===== src/rtl/vram_write_sched.sv =====
// vram_write_sched: single VRAM write port shared by FIFO-buffered CPU screen
// stores and a full-screen fill engine. Define VRAM_SCHED_FILL_EN for fill.
module vram_write_sched #(
    parameter int DEPTH        = 4,
    parameter int SCREEN_BASE  = 16384,
    parameter int SCREEN_WORDS = 8192,
    parameter int FILL_SLOT    = 8
) (
    input  logic        clk,
    input  logic        reset_n,
    input  logic        writeM,
    input  logic [15:0] addressM,
    input  logic [15:0] outM,
    input  logic        fill_start,
    input  logic [15:0] fill_data,
    output logic [15:0] vram_write_addr,
    output logic [15:0] vram_write_data,
    output logic        vram_write_en,
    output logic        fill_busy,
    output logic        fill_done,
    output logic        overflow
);

    localparam int AW = (DEPTH > 1) ? $clog2(DEPTH) : 1;
    localparam logic [16:0] LO = 17'(SCREEN_BASE);
    localparam logic [16:0] HI = 17'(SCREEN_BASE + SCREEN_WORDS);
    localparam logic [AW:0] FULL_CNT = (AW + 1)'(DEPTH);

    logic [31:0]   mem_q [DEPTH];
    logic [AW-1:0] rd_ptr_q, rd_ptr_d;
    logic [AW-1:0] wr_ptr_q, wr_ptr_d;
    logic [AW:0]   count_q, count_d;

    logic [15:0] addr_q, addr_d;
    logic [15:0] data_q, data_d;
    logic        en_q, en_d;
    logic        busy_q, busy_d;
    logic        done_q, done_d;
    logic        ovf_q, ovf_d;

    logic        hit, full, empty, push, pop;
    logic        cpu_req, cpu_gnt, fill_gnt;
    logic [31:0] head, in_word;
    logic [15:0] fill_addr, fill_word;

    assign hit = writeM
               && ({1'b0, addressM} >= LO)
               && ({1'b0, addressM} < HI);
    assign in_word = {addressM - 16'(SCREEN_BASE), outM};
    assign full    = (count_q == FULL_CNT);
    assign empty   = (count_q == '0);
    // An incoming hit is eligible the same cycle so an idle port has 1-cycle latency.
    assign cpu_req = !empty || (hit && !full);
    assign head    = empty ? in_word : mem_q[rd_ptr_q];

`ifdef VRAM_SCHED_FILL_EN
    localparam int SW = (FILL_SLOT > 1) ? $clog2(FILL_SLOT) : 1;
    localparam logic [SW-1:0] STARVE_MAX = SW'(FILL_SLOT - 1);
    localparam logic [15:0] LAST = 16'(SCREEN_WORDS - 1);

    typedef enum logic [1:0] {
        S_IDLE,
        S_FILL,
        S_DONE
    } state_t;

    state_t        state_q, state_d;
    logic [15:0]   off_q, off_d;
    logic [15:0]   fdata_q, fdata_d;
    logic [SW-1:0] starv_q, starv_d;
    logic          fill_req;

    // Fill FSM, starvation counter and the port grant decision.
    always_comb begin
        state_d   = state_q;
        off_d     = off_q;
        fdata_d   = fdata_q;
        starv_d   = '0;
        fill_addr = off_q;
        fill_word = fdata_q;
        fill_req  = (state_q == S_FILL)
                 || ((state_q == S_IDLE) && fill_start);
        fill_gnt  = fill_req && ((starv_q == STARVE_MAX) || !cpu_req);
        cpu_gnt   = cpu_req && !fill_gnt;
        if (fill_req && !fill_gnt) begin
            starv_d = starv_q + SW'(1);
        end
        unique case (state_q)
            S_IDLE: begin
                if (fill_start) begin
                    fdata_d   = fill_data;
                    fill_addr = '0;
                    fill_word = fill_data;
                    off_d     = fill_gnt ? 16'd1 : 16'd0;
                    state_d   = (fill_gnt && (LAST == '0)) ? S_DONE : S_FILL;
                end
            end
            S_FILL: begin
                if (fill_gnt) begin
                    off_d = off_q + 16'd1;
                    if (off_q == LAST) begin
                        state_d = S_DONE;
                    end
                end
            end
            S_DONE: begin
                state_d = S_IDLE;
                off_d   = '0;
            end
            default: begin
                state_d = S_IDLE;
                off_d   = '0;
            end
        endcase
        busy_d = (state_d != S_IDLE);
        done_d = (state_q == S_DONE);
    end

    // Fill engine state registers.
    always_ff @(posedge clk or negedge reset_n) begin
        if (!reset_n) begin
            state_q <= S_IDLE;
            off_q   <= '0;
            fdata_q <= '0;
            starv_q <= '0;
        end else begin
            state_q <= state_d;
            off_q   <= off_d;
            fdata_q <= fdata_d;
            starv_q <= starv_d;
        end
    end
`else
    logic unused_fill;

    assign unused_fill = ^{fill_start, fill_data};

    // Without the fill engine the port serves the CPU FIFO only.
    always_comb begin
        fill_gnt  = 1'b0;
        cpu_gnt   = cpu_req;
        fill_addr = '0;
        fill_word = '0;
        busy_d    = 1'b0;
        done_d    = 1'b0;
    end
`endif

    // FIFO bookkeeping and the word presented to VRAM next cycle.
    always_comb begin
        push     = hit && !full && !(empty && cpu_gnt);
        pop      = cpu_gnt && !empty;
        wr_ptr_d = push ? (wr_ptr_q + AW'(1)) : wr_ptr_q;
        rd_ptr_d = pop ? (rd_ptr_q + AW'(1)) : rd_ptr_q;
        count_d  = count_q
                 + {{AW{1'b0}}, push}
                 - {{AW{1'b0}}, pop};
        en_d     = cpu_gnt || fill_gnt;
        addr_d   = '0;
        data_d   = '0;
        if (cpu_gnt) begin
            addr_d = head[31:16];
            data_d = head[15:0];
        end else if (fill_gnt) begin
            addr_d = fill_addr;
            data_d = fill_word;
        end
        ovf_d = ovf_q || (hit && full);
    end

    // FIFO storage; validity is tracked by the pointers and count.
    always_ff @(posedge clk) begin
        if (push) begin
            mem_q[wr_ptr_q] <= in_word;
        end
    end

    // FIFO pointers and all registered outputs.
    always_ff @(posedge clk or negedge reset_n) begin
        if (!reset_n) begin
            rd_ptr_q <= '0;
            wr_ptr_q <= '0;
            count_q  <= '0;
            addr_q   <= '0;
            data_q   <= '0;
            en_q     <= 1'b0;
            busy_q   <= 1'b0;
            done_q   <= 1'b0;
            ovf_q    <= 1'b0;
        end else begin
            rd_ptr_q <= rd_ptr_d;
            wr_ptr_q <= wr_ptr_d;
            count_q  <= count_d;
            addr_q   <= addr_d;
            data_q   <= data_d;
            en_q     <= en_d;
            busy_q   <= busy_d;
            done_q   <= done_d;
            ovf_q    <= ovf_d;
        end
    end

    assign vram_write_addr = addr_q;
    assign vram_write_data = data_q;
    assign vram_write_en   = en_q;
    assign fill_busy       = busy_q;
    assign fill_done       = done_q;
    assign overflow        = ovf_q;

endmodule

===== config.mk =====
export PLATFORM = sky130hd
export DESIGN_NAME = vram_write_sched
export DESIGN_NICKNAME = d
export VERILOG_FILES = /design/src/rtl/vram_write_sched.sv
export SDC_FILE = /design/constraint.sdc
export NUM_CORES = 1
export LEC_CHECK = 0
export CORE_MARGIN = 5
export CORE_UTILIZATION = 40
export DETAILED_ROUTE_END_ITERATION = 16
export PLACE_DENSITY_LB_ADDON = 0.2
export REMOVE_ABC_BUFFERS = 1
export SETUP_SLACK_MARGIN = 0.05
export SLEW_MARGIN = 10
export SYNTH_ARGS = -nofsm -noshare
export SYNTH_HDL_FRONTEND = slang
export SYNTH_SLANG_ARGS = --single-unit

===== constraint.sdc =====
create_clock -name clk -period 2.9 [get_ports clk]
set_input_delay 0.435 -clock clk [delete_from_list [all_inputs] [get_ports clk]]
set_output_delay 0.435 -clock clk [all_outputs]
set_load 0.02 [all_outputs]

Word-level counts from Yosys, hierarchy flattened
Memory sizes are Yosys's and may differ from the RTL's.
Index checks and enable logic that the tools add are counted.
{"block": "word_totals", "ramBits": 128, "out_inout_bits": 36, "mem_count": 1, "elab_cells": 34, "ff_bits": 41}
{"block": "op_classes", "eq_ne": 1, "addsub": 5, "n_mux": 5, "magnitude_cmp": 2, "reduce_logical": 13}
{"memory": "mem_q", "depth": 4, "width": 32, "rd": 1, "rd_clocked_by_memory_dff": 0, "wr": 1, "line": "29", "rtl": "logic [31:0] mem_q [DEPTH];"}
{"op": "16-bit two-way mux", "count": 2}
{"op": "32-bit two-way mux", "count": 1}
{"op": "16-bit by 15-bit >= comparator with 1-bit output, second input constant", "count": 1}
{"op": "16-bit by 15-bit less-than comparator with 1-bit output, second input constant", "count": 1}
{"op": "16-bit by 15-bit subtractor with 16-bit output, second input constant", "count": 1}
{"op": "1-bit logical AND", "count": 7}
{"op": "2-bit by 1-bit adder with 2-bit output, second input constant", "count": 2}
{"op": "3-bit by 1-bit adder with 3-bit output", "count": 1}
{"op": "3-bit == test, second input constant", "count": 1}
{"op": "1-bit zero test", "count": 3}
{"op": "3-bit zero test", "count": 1}
{"op": "3-bit by 1-bit subtractor with 3-bit output", "count": 1}
{"op": "1-bit logical OR", "count": 2}
{"op": "1-bit two-way mux", "count": 2}

Depth between registers and ports, before layout
Gate-level depths: netlist (run 1).
{"block": "depth", "word_depth": 10, "depth_mapped": 11, "depth_no_buf": 11}

Least setup slack after synthesis (run 1)
Ideal clock, no wire load.
{"block": "synth_path", "kind": "input to register", "startpoint": "input port addressM[6]", "endpoint": "memory mem_q[0][0] (enable)", "required_time_ns": 2.508, "arrival_ns": 2.059, "stages": 4, "path_slack_ns": 0.449, "setup_time_ns": 0.392, "cell_sequence": "nor4_1 > a41o_2 > nor3b_4 > and2_1"}
{"block": "synth_via", "elab_chain_cells": 10, "elab_cells_between_ends": 11}
{"item": "start: declaration", "line": "12", "rtl": "input logic [15:0] addressM,"}
{"item": "16-bit by 15-bit >= comparator with 1-bit output", "line": "47", "rtl": "&& ({1'b0, addressM} >= LO)"}
{"item": "1-bit logical AND", "line": "47"}
{"item": "1-bit logical AND (*)", "line": "48", "rtl": "&& ({1'b0, addressM} < HI);"}
{"item": "1-bit logical AND (*)", "line": "53, 151"}
{"item": "1-bit logical OR", "line": "53", "rtl": "assign cpu_req = !empty || (hit && !full);"}
{"item": "1-bit logical AND", "line": "151", "rtl": "push = hit && !full && !(empty && cpu_gnt);"}
{"item": "1-bit zero test", "line": "151"}
{"item": "1-bit logical AND (*)", "line": "151"}
{"item": "1-bit two-way mux (*)", "line": "173", "rtl": "if (push) begin"}
{"item": "1-bit two-way mux (implied by the code) (*)", "line": "174", "rtl": "mem_q[wr_ptr_q] <= in_word;"}
{"item": "end: declaration", "line": "29"}
Mark *: on every way between the ends. The rest lies on a longest branch, timed or not.

Final worst setup path (run 1)
{"block": "layout_path", "startpoint": "input port addressM[4]", "endpoint": "register count_q[2]"}
{"block": "layout_via", "elab_chain_cells": 10, "elab_cells_between_ends": 12}
{"item": "16-bit by 15-bit >= comparator with 1-bit output", "line": "47"}
{"item": "1-bit logical AND", "line": "47"}
{"item": "1-bit logical AND (*)", "line": "48"}
{"item": "1-bit logical AND (*)", "line": "53, 151"}
{"item": "1-bit logical OR", "line": "53"}
{"item": "1-bit logical AND", "line": "151"}
{"item": "1-bit zero test", "line": "151"}
{"item": "1-bit logical AND", "line": "151"}
{"item": "3-bit by 1-bit adder with 3-bit output", "line": "156", "rtl": "+ {{AW{1'b0}}, push}"}
{"item": "3-bit by 1-bit subtractor with 3-bit output (*)", "line": "157", "rtl": "- {{AW{1'b0}}, pop};"}
{"item": "via count_d[2]", "line": "32", "rtl": "logic [AW:0] count_q, count_d;"}
{"item": "end signal: assignment", "line": "193", "rtl": "count_q <= count_d;"}
{"item": "end: declaration", "line": "32"}
The timed path passes the listed nets; every way through them passes the cells marked *.
A chain may end at the register's enable or synchronous reset.

==> results of run 1 <==
==> final cells by class <==
cell class	instances	share of cell area, %
Clock buffer	28	5.81
Inverter	8	0.374
Tap cell	216	3.36
Clock inverter	4	0.949
Multi-Input combinational cell	106	17.1
Sequential cell	169	60.6
Timing Repair Buffer	94	11.8
==> placed cells by master, fill, tap and decap left out, types with 2 or more instances in the layout <==
| cell type | count |
|---|---|
| edfxtp_1 | 128 |
| clkdlybuf4s50_1 | 67 |
| dfrtp_1 | 39 |
| mux4_2 | 32 |
| a32o_1 | 30 |
| buf_4 | 19 |
| clkbuf_16 | 17 |
| clkbuf_1 | 11 |
| inv_1 | 8 |
| nand2_1 | 8 |
| ha_1 | 7 |
| buf_12 | 6 |
| xnor2_1 | 5 |
| and2_2 | 4 |
| nand3_1 | 3 |
| nor4_1 | 2 |
| nor2_1 | 2 |
| conb_1 | 2 |
| bufinv_16 | 2 |
| dfrtp_2 | 2 |
==> kinds of logic (layout without fill, tap and decap cells) <==
group / after synthesis / after routing / synth area share, %
other: 1 / 2 / 0.0589
XOR/XNOR: 5 / 5 / 0.688
AO/OA/AOI/OAI: 32 / 32 / 5.01
adder cells (fa/ha/maj): 8 / 8 / 1.69
buffers and inverters: 29 / 134 / 2.01
multiplexers: 33 / 33 / 11.5
AND/OR/NAND/NOR: 26 / 26 / 2.52
flip-flops: 169 / 169 / 76.5
==> power by group <==
part	switching (mW)	total [mW]	internal, mW
registers	0.280	3.32	3.04
clock network	0.843	2.11	1.27
logic	1.00	2.23	1.23
total	2.13	7.67	5.54
==> metal layers <==
layer	share of wire (%)	wire [um]	vias up
li1	-	-	1424
met1	42	5400	1680
met2	51	6520	81
met3	4.5	572	17
met4	1.7	218	0
met5	0	0	-
==> synth_stat cells <==
library cell | instances | area (um^2)
nor2_1 | 2 | 7.51
buf_2 | 9 | 45.0
nor3_2 | 1 | 10.0
conb_1 | 1 | 3.75
nor4_1 | 2 | 12.5
nor3b_4 | 1 | 18.8
nor3_1 | 1 | 5.00
mux2_1 | 1 | 11.3
a41o_2 | 1 | 11.3
and2_1 | 4 | 25.0
dfrtp_1 | 41 | 1030
a32o_1 | 30 | 300
ha_1 | 7 | 87.6
clkbuf_1 | 10 | 37.5
nand3_1 | 3 | 15.0
xnor2_1 | 5 | 43.8
buf_4 | 2 | 15.0
edfxtp_1 | 128 | 3840
nand2_1 | 8 | 30.0
or3_1 | 1 | 6.26
inv_1 | 8 | 30.0
nor4b_2 | 1 | 15.0
o21bai_1 | 1 | 7.51
fa_1 | 1 | 20.0
nand2b_1 | 1 | 6.26
mux4_2 | 32 | 721
and4_1 | 1 | 8.76
==> worst max path at each step <==
stage / startpoint / endpoint / depth (start not counted)
after CTS: addressM[4] / count_q[2] / 9
after global routing: addressM[4] / count_q[2] / 9
after floorplan: addressM[6] / mem_q[2][0] / 4
after detailed placement: addressM[4] / count_q[2] / 9
final: addressM[4] / count_q[2] / 9
after global placement: addressM[4] / count_q[2] / 9
==> metrics by stage <==
stage | total power, mW | std cells | TNS [ps] | hold slack (ps)
6_report | 7.67 | 625 | 0 | 416
2_1_floorplan | 4.67 | 283 | 0 | 139
5_1_grt | 8.04 | 625 | 0 | 426
4_1_cts | 7.79 | 625 | 0 | 414
3_3_place_gp | 5.64 | 592 | 0 | 338
3_5_place_dp | 5.66 | 592 | -276 | 337
==> critical path, cell delays in order <==
cell and delay, ps:
clkdlybuf4s50_1 500, nor4_1 450, buf_4 190, a41o_2 190, nor3b_4 200, nor2_1 100, fa_1 410, xnor2_1 180
xnor2_1 130
==> timing repair <==
item | 4_1_cts | 5_1_grt
hold buffers | 1 | 0
hold endpoints to repair | 10 | 0
gates resized for setup | 0 | 0
==> registers in the layout (all words and copies together) (netlist names) <==
name / cells
count_q: 3
mem_q: 128
wr_ptr_q: 2
rd_ptr_q: 2
vram_write_addr: 16
vram_write_en: 1
vram_write_data: 16
overflow: 1
==> results.md, run 1 <==
- Critical Path RT: around 3200 ps
- Setup ws final: between 400 and 500 ps
- GRT Max-Usage Layer: met2
- Latest clock arrival within the worst-skew pair: 420 ps
- Fin crit share: 84.3%
- TritonCTS buffer count: 17
- Worst Hold Class: input port to async pin
- IO Port Bufs: around 70
- Clock Skews: 10.1 ps
- Crit path max fanout: 6
- Dpl hpwl: roughly 7600 um
- R2R cell count: 8
- Core area: around 0.016 mm^2
- WL/cell: 20.3 um
- GR Overflow Total: 0
- Max-Cap Viols: 0
- Post-route cell area: between 0.008 and 0.009 mm^2
- Die area: about 0.019 mm^2
- Layout cells sized above 1: 21.8%
- Register area: roughly 0.0049 mm^2
- Cell count after synthesis: approximately 300
- H-Tree Depth: 4
- Maximum vdd drop: between 0.4 and 0.5 mV
- Synth Warn #: 0
- Final hold viol count: 0
- Area after DPL: roughly 0.0075 mm^2
- Sequential share of the synthesized area: about three quarters
- Status: completed
- Worst-Margin Slew: about 890 ps
- Final nets: about 460
- CP Data Arrival Time: ~2800 ps
- Post-synthesis cell type count: 27
- Avg Inst Size Synth: 21.0 um^2
- WL final: 12700 um
- Total Routing Usage GR: approximately 15%
- Sink Count: between 150 and 200
- Pin count of the biggest net entering global routing: 34
- Startpoint types: input port
- Max-slew violations: 0
- Post-DR vias/cell: just over 5
- Vias: 3202
- TritonRoute pass-1 iters: 4
- Fmax: 409 MHz
- DP Worst Slack: -30.4 ps
- Reg clk slew, reported paths: 60 ps
- ANT nets after route: 0
- Multi-input logic area: about 0.0014 mm^2
- Power Dens Cells: approximately 950 mW/mm^2
- Gpl congestion: a little under 0.7
- Postcts setup bufs: 0
- Grt met2 use: approximately a quarter
- Fin util: 51.0%
- Root buf cell: clkbuf_16
- N_diodes: 0
- DRT iter0 DRCs: between 150 and 200
- Initial antenna violation count: 0
- Final setup fails: 0
- GR Util met3: between 3 and 4%
- Row cnt: 46
- Worst Path Class, Setup: input port to flip-flop
- Die Ht: approximately 140 um
- Fin crit period: between 2000 and 2500 ps
- Die X: 136 um
- # IOs: between 80 and 90
- Post-Syn Area: approximately 0.0064 mm^2
- Slew HR: between 40 and 50%
- Critical Path Sink Type: flip-flop
- RSZ-0062 raised after global routing: false
- Initial Util: between 40% and 50%
- Met1 Use GR: approximately 19%
- Area grow syn2layout: 26.3%
- Remaining DRCs: 0
- Reg-to-reg slack, setup: 920 ps
- Max clock buf depth: 2
- First-pass GRT wire length: ~20000 um
- Synth Register Bits: around 170
- Leakage Power: about 2.8 nW
- CTS tree: done
- Fill cells: between 1000 and 1500
- Vias in the first global route: 3453
- Worst reg2reg path startpoint: count_q[1]
- R2R Path End: count_q[2]
(Power assumes the default switching activity.)
==> inputs of run 2 (changes only) <==
Clock period 2.9 ns to 1.98 ns, I/O delays scaled along.
==> results.md, run 2 (synthesis gave the netlist of run 1 again) <==
- Dpl hpwl: slightly above 8000 um
- DRT iter0 DRCs: between 200 and 250
- Critical Path Sink Type: flip-flop
- Final setup fails: 0
- Multi-input logic area: approximately 0.0014 mm^2
- Crit-path cells: dlygate4sd2_1, nor4b_2, a41o_2, nor3b_4, nor2_2, buf_4, fa_2, xnor2_2, xnor2_1
- Row cnt: 46
- WL final: approximately 14000 um
- Leakage Power: ~3.0 nW
- Combinational share of power: around a third
- Seq pwr share: around two fifths
- Total power draw: 11.7 mW
- Clock Skews: ~5.6 ps
- Status: completed
- CP Data Arrival Time: approximately 2200 ps
- H-Tree Depth: 4
- CP max-delay cell: fa_2
- Biggest register: mem_q
- Total Routing Usage GR: between 10% and 20%
- Commonest non-fill, non-tap cell in the layout: edfxtp_1
- Post-DR vias/cell: 5.16
- Initial Util: 40.4%
- TritonRoute pass-1 iters: 4
- Largest register FFs: about 130
- Pin count of the biggest net entering global routing: 32
- TritonCTS buffer count: 17
- RSZ-0062 raised after global routing: true
- Startpoint types: input port
- Critical Path RT: 2280 ps
- Sink Count: approximately 170
- Initial antenna violation count: 0
- Final hold viol count: 0
- Register area: approximately 0.0049 mm^2
- # IOs: 88
- DP Worst Slack: -691 ps
- Layout cells sized above 1: between 30% and 40%
- ANT nets after route: 0
- Met1 Use GR: a little over a fifth
- Root buf cell: clkbuf_16
- Commonest cells after routing, fill and taps aside: edfxtp_1 (128), clkdlybuf4s50_1 (51), dfrtp_1 (39)
- Vias in the first global route: around 3600
- Max-slew violations: 0
- Vias: 3377
- Reg clk slew, reported paths: roughly 60 ps
- Core area: 0.0158 mm^2
- Die X: 136 um
- WL/cell: approximately 21 um
- Fin util: ~54%
- Setup ws final: ~86 ps
- First-pass GRT wire length: approximately 21000 um
- Final nets: 486
- Die area: 0.0185 mm^2
- Fmax: around 530 MHz
- GR Overflow Total: 0
- Gpl congestion: 0.707
- Fin crit share: a little over nine tenths
- Latest clock arrival within the worst-skew pair: 420 ps
- Fin crit period: 1890 ps
- Die Ht: about 140 um
- Maximum vdd drop: about 0.7 mV
- Crit path max fanout: 6
- Max clock buf depth: 2
- Remaining DRCs: 0
- Net Sw Power: between 3 and 4 mW
- Worst Path Class, Setup: input port to flip-flop
- IO Port Bufs: just under 70
- Internal power: 8.33 mW
- Grt met2 use: around a quarter
- Clock share of power: around 27%
- Setup_tns: 0 ps
- Area grow syn2layout: 33.0%
- N_diodes: 0
- Crit-path max cell delay: roughly 360 ps
- GRT Max-Usage Layer: met2
- Fill cells: around 1300
- Max-Cap Viols: 0
- Switching Fraction: between 20% and 30%
- Power Dens Cells: 1380 mW/mm^2
- CTS tree: done
- Worst-Margin Slew: 546 ps
- Worst Hold Class: input port to flip-flop
- Slew HR: between 60 and 70%
- GR Util met3: around 3.8%
[run 2: worst paths after layout]
kind / to / cells past startpoint / start / slack (ps)
max in group asynchronous: rd_ptr_q[1] / 3 / reset_n / 1040
min reg2reg: overflow / 1 / overflow / 480
max reg2reg: count_q[2] / 8 / count_q[0] / 150
min: mem_q[2][22] / 1 / addressM[6] / 300
max: count_q[2] / 9 / addressM[1] / 90
min in group asynchronous: vram_write_addr[14] / 2 / reset_n / 390
[run 2: final cells by class]
class | count | share of cell area, %
flip-flops and latches | 169 | 57.6
multi-input cells | 106 | 16.8
repair buffers | 124 | 15.4
clock buffers | 23 | 5.29
well taps | 216 | 3.19
clock inverters | 9 | 1.40
inverters | 8 | 0.355
[run 2: timing repair]
| action | CTS | global route |
|---|---|---|
| setup endpoints to repair | 130 | 126 |
| hold endpoints to repair | 17 | 0 |
| resized for setup | 25 | 10 |
| gates cloned | 0 | 5 |
| setup buffers | 13 | 0 |
| hold buffers | 1 | 0 |
| pin swaps | 7 | 5 |
[run 2: metrics by stage]
step	area, um^2	cells	hold slack (ps)
final	8470	655	295
after global routing	8470	655	310
after CTS	8320	651	269
after detailed placement	7650	605	318
after global placement	7650	605	310
after floorplan	6270	283	1.41
[run 2: critical path, delay by kind of cell]
kind	cells	cell delay [ps]
buffers and inverters	2	450
and+or+nand+nor	3	560
xor gates and xnor gates	2	270
AOI/OAI and AO/OA	1	240
adders and majority gates	1	360
[run 2: routing by layer]
| metal | share of wire, % | vias up |
|---|---|---|
| met2 | 49 | 94 |
| met5 | 0 | - |
| met4 | 1.4 | 0 |
| met3 | 5.5 | 18 |
| li1 | - | 1488 |
| met1 | 44 | 1777 |
[run 2: power groups by stage]
| stage | logic [mW] | clock network [mW] | registers, mW |
|---|---|---|---|
| floorplan | 1.44 | 0 | 5.39 |
| global placement | 3.70 | 0 | 4.71 |
| detailed placement | 3.73 | 0 | 4.72 |
| CTS | 3.82 | 3.25 | 4.66 |
| global route | 4.12 | 3.42 | 4.72 |
| finish | 3.82 | 3.17 | 4.66 |
==> inputs of run 3 (changes only) <==
Settings changed: CORE_MARGIN 5 to unset, CTS_CLUSTER_DIAMETER set to 30, REMOVE_ABC_BUFFERS 1 to unset.
==> results.md, run 3 (synthesis gave the netlist of run 1 again) <==
- Status: completed
- Dpl hpwl: 7780 um
- Layout cells sized above 1: roughly a third
- # IOs: 88
- Commonest non-fill, non-tap cell in the layout: edfxtp_1
- Fmax: 535 MHz
- Final nets: 475
- R2R cell count: 8
- Max clock buf depth: 2
- Crit path max fanout: 2
- Area after DPL: about 0.0077 mm^2
- Total Routing Usage GR: 17.6%
- WP buf/inv: 3
- Die area: between 0.015 and 0.02 mm^2
- DP Worst Slack: -885 ps
- Reg clk slew, reported paths: 60 ps
- Root buf cell: clkbuf_16
- Post-DR vias/cell: 5.22
- Largest delay share family, worst path: adder cells
- Setup ws final: 110 ps
- Levels on crit path: 11
- IO Port Bufs: around 70
- DRT iter0 DRCs: 193
- TritonCTS buffer count: 17
- Met1 Use GR: about a quarter
- WL/cell: 20.4 um
- N_diodes: 0
- RSZ-0062 raised after global routing: false
- Max-Cap Viols: 0
- Power Dens Cells: 1390 mW/mm^2
- GR Util met3: 4.38%
- Biggest register: mem_q
- Sink Count: 169
- Maximum vdd drop: around 0.90 mV
- Area grow syn2layout: 31.6%
- ANT nets after route: 0
- Fin crit share: between 90% and 100%
- Total power draw: about 12 mW
- GR Overflow Total: 0
- Leakage Power: between 2 and 3 nW
- Crit-path max cell delay: 360 ps
- Row cnt: between 40 and 50
- Core area: about 0.015 mm^2
- Latest clock arrival within the worst-skew pair: about 420 ps
- Worst Path Class, Setup: input port to flip-flop
- GRT Max-Usage Layer: met2
- Critical Path Sink Type: flip-flop
- TritonRoute pass-1 iters: 4
- Hold Path Depth: 1
- Pin count of the biggest net entering global routing: 32
- Startpoint types: input port
- Gpl congestion: between 0.7 and 0.8
- Vias: roughly 3300
- Fin crit period: 1870 ps
- Max-slew violations: 0
- Clock Skews: 7.75 ps
- Commonest cells after routing, fill and taps aside: edfxtp_1 (128), clkdlybuf4s50_1 (51), dfrtp_1 (40)
- Remaining DRCs: 0
- Dpl cells: approximately 600
- Initial antenna violation count: 0
- Post-route cell area: roughly 0.0084 mm^2
- Die Ht: between 100 and 150 um
- Final setup fails: 0
- Die X: ~130 um
- Worst Hold Class: input port to flip-flop
- Grt met2 use: between 20% and 30%
- Post-Layout Cell Count: ~640
- H-Tree Depth: 4
- Initial Util: 41.4%
- Crit-path cells: clkdlybuf4s15_1, nor4_4, buf_4, a41o_4, nor3b_4, nor2_2, ha_2, inv_2, fa_2, xnor2_2, xnor2_1
- Largest register FFs: ~130
- CP Data Arrival Time: ~2200 ps
- First-pass GRT wire length: slightly above 20000 um
- Critical Path RT: 2290 ps
- CP max-delay cell: fa_2
- WL final: around 13000 um
- CTS tree: done
- Final hold viol count: 0
- Vias in the first global route: 3661
run 3: power by group:
part	internal [mW]	total (mW)	switching, mW	leakage [nW]
clock network	1.97	3.27	1.29	0.280
registers	4.45	4.70	0.246	1.64
logic	1.95	3.69	1.74	1.03
total	8.37	11.7	3.28	2.95
run 3: worst paths after layout:
kind	start	slack [ps]	to
setup / recovery	addressM[7]	110	count_q[2]
hold / removal	addressM[1]	200	mem_q[2][17]
setup reg to reg	count_q[0]	190	count_q[2]
hold reg to reg	overflow	500	overflow
max in group asynchronous	reset_n	1070	rd_ptr_q[0]
min in group asynchronous	reset_n	380	vram_write_data[13]
run 3: final cells by class:
cell class                      count  area (um^2)
Tap cell                          211          264
Fill cell                        1196         7000
Inverter                            8         58.8
Clock buffer                       19          433
Clock inverter                     13          153
Sequential cell                   169         4870
Multi-Input combinational cell    106         1460
Timing Repair Buffer              113         1140
run 3: routing by layer:
layer | share of wire, % | vias to the layer above | wire [um]
li1 | - | 1464 | -
met1 | 44 | 1753 | 5760
met2 | 50 | 104 | 6510
met3 | 4.6 | 14 | 592
met4 | 1.1 | 0 | 146
met5 | 0 | - | 0
run 3: what timing repair did:
| item | 4_1_cts | 5_1_grt |
|---|---|---|
| hold buffers | 1 | 0 |
| resized for setup | 30 | 18 |
| endpoints found under the setup margin | 164 | 77 |
| hold endpoints to repair | 16 | 0 |
| pin swaps | 10 | 6 |
| gates cloned | 1 | 0 |
| setup buffers | 1 | 0 |
run 3: stage by stage:
step                util [%]  hold slack (ps)  setup TNS (ps)
global route            54.5              194               0
floorplan                  -             1.41           -2230
detailed placement      50.3              281         -129950
CTS                     54.6              328               0
global placement        50.3              277         -138060
finish                  54.5              200               0
==> edit (settings of run 2) <==
`DEPTH`: 4 -> 16.
--- a/src/rtl/vram_write_sched.sv
+++ b/src/rtl/vram_write_sched.sv
@@ -1,7 +1,7 @@
 // vram_write_sched: single VRAM write port shared by FIFO-buffered CPU screen
 // stores and a full-screen fill engine. Define VRAM_SCHED_FILL_EN for fill.
 module vram_write_sched #(
-    parameter int DEPTH        = 4,
+    parameter int DEPTH        = 16,
     parameter int SCREEN_BASE  = 16384,
     parameter int SCREEN_WORDS = 8192,
     parameter int FILL_SLOT    = 8
Check against the original RTL: same outputs for any inputs over 10 cycles, from zero or initial values and one cycle with reset_n low; that may be too few to reach the edited logic, so the function may still have changed.
==> edit against run 2 <==
  * Area after synthesis grew to 3.4 times the old value
  * Power grew to 3.2 times the old value
  * Cell count grew to 3.3 times the old value
  * Design area grew to 3.4 times the old value
  * Setup slack worse by 0.35 ns
  * Sequential cell count is 390 higher
  * Largest cell class unchanged
  * Worst hold slack worse by 0.096 ns
  * Synthesized cell count grew to 3.7 times the old value
  * Routed wire length grew to 4.2 times the old value
  * The flow now finishes with violations (negative setup slack)
  * Non-clock buffer count is 160 higher
  * Fmax is 15% lower
  * First-iteration DRC count grew to 5.6 times the old value
  * Register-to-register slack worse by 0.39 ns
==> edit: results (changes against run 2) <==
- The run finished, with violations left.
- The final reports fail on negative setup slack.
- The count of flip-flops with a built-in enable after synthesis came to 512 (+300%).
- The worst slack at placement is -0.938 ns (-0.247 ns).
- The final setup skew is 0.0310 ns (+0.0254 ns).
- The latest clock arrival within the worst-skew pair is 0.62 ns (+0.20 ns).
- The sequential group share of total power is 0.382 (-0.018).
- The area after detailed placement is 0.0249 sq mm (+230%).
- The length of routed met2 wiring is 29.5 mm (+330%).
- The setup slack of the worst register-to-register path is -0.24 ns (-0.39 ns).
- The met3 track utilization from global routing came to 0.0329 (-0.00523).
- The met1 wire length is 25.2 mm (+310%).
- The global-route total usage across every layer is 0.189 (+0.0299).
- The reported leakage power is 0.00986 uW (+230%).
- The pin count of the biggest net entering global routing was 29 (-9.4%).
- The deepest clock path buffer count is 3 (+1).
- The worst hold slack after final layout came to 0.199 ns (-0.0964 ns).
- The maximum resistive drop on vdd is 0.846 mV (+24%).
- The worst slew margin relative to its limit came to 0.555 (-0.0806).
- The maximum level of the CTS H-tree was 2 (-2).
- The number of instances in the synthesized netlist is 1122 (+270%).
- The commonest cells after synthesis are 512 x edfxtp_1, 128 x mux2i_1, 69 x nand3_1, 66 x a22oi_1, 64 x mux4_2.
- The met1 track demand over resource in global routing is 0.269 (+0.0558).
- The number of flip-flops in the largest register was 512 (+300%).
- The setup-violating endpoint count in the final report was 545 (+545).
- Sorting the synthesized cells by area gives the leading types as edfxtp_1 71%, mux4_2 6.6%, mux2i_1 5.9%, dfrtp_1 5.4%, a22oi_1 2.3%.
- The number of distinct library cells after synthesis came to 38 (+41%).
- The end of the worst register-to-register path is mem_q[0][25]$_DFFE_PP_.
- The beginning of the worst register-to-register path is count_q[3]$_DFF_PN0_.
- The number of nets in the layout came to 1461 (+200%).
- The final setup slack of the worst path is -0.260 ns (-0.345 ns).
- The detailed placement HPWL is 32.4 mm (+300%).
-- edit: what timing repair did --
| item | CTS | global route |
|---|---|---|
| gates cloned | 12 | 29 |
| hold buffers | 1 | 0 |
| endpoints found under the hold margin | 47 | 0 |
| buffers inserted | 34 | 19 |
| gates resized for setup | 48 | 59 |
| pin swaps | 13 | 31 |
| setup endpoints to repair | 551 | 555 |
-- edit: worst min-delay path by stage --
stage                                                to     from
after floorplan                    count_q[0]$_DFF_PN0_  reset_n
after global routing      vram_write_data[15]$_DFF_PN0_  reset_n
after global placement    vram_write_data[15]$_DFF_PN0_  reset_n
final                     vram_write_data[15]$_DFF_PN0_  reset_n
after CTS                 vram_write_data[15]$_DFF_PN0_  reset_n
after detailed placement  vram_write_data[15]$_DFF_PN0_  reset_n
-- edit: critical path: stages --
cell and delay [ns]:
clkdlybuf4s50_1 0.67, nor4_2 0.10, buf_4 0.17, a41o_2 0.31, a21oi_2 0.18, ha_2 0.21, inv_2 0.04, fa_2 0.39
inv_2 0.06, a21oi_2 0.04, o21bai_1 0.16, xnor2_1 0.13
-- edit: cell families after synthesis --
| group | count (synthesis) | synth area share |
|---|---|---|
| AND/OR/NAND/NOR | 154 | 0.0369 |
| other | 1 | 0.000173 |
| XOR/XNOR | 10 | 0.00404 |
| flip-flops | 559 | 0.763 |
| multiplexers | 193 | 0.126 |
| AO/OA/AOI/OAI | 108 | 0.0442 |
| buffers and inverters | 84 | 0.0184 |
| adder cells (fa/ha/maj) | 13 | 0.00784 |
-- edit: area by class of cell --
cell class                      instances  area share
Clock inverter                         33     0.00992
Multi-Input combinational cell        481       0.179
Sequential cell                       559       0.584
Timing Repair Buffer                  284       0.141
Clock buffer                           73      0.0542
Inverter                               13     0.00172
Tap cell                              696      0.0307
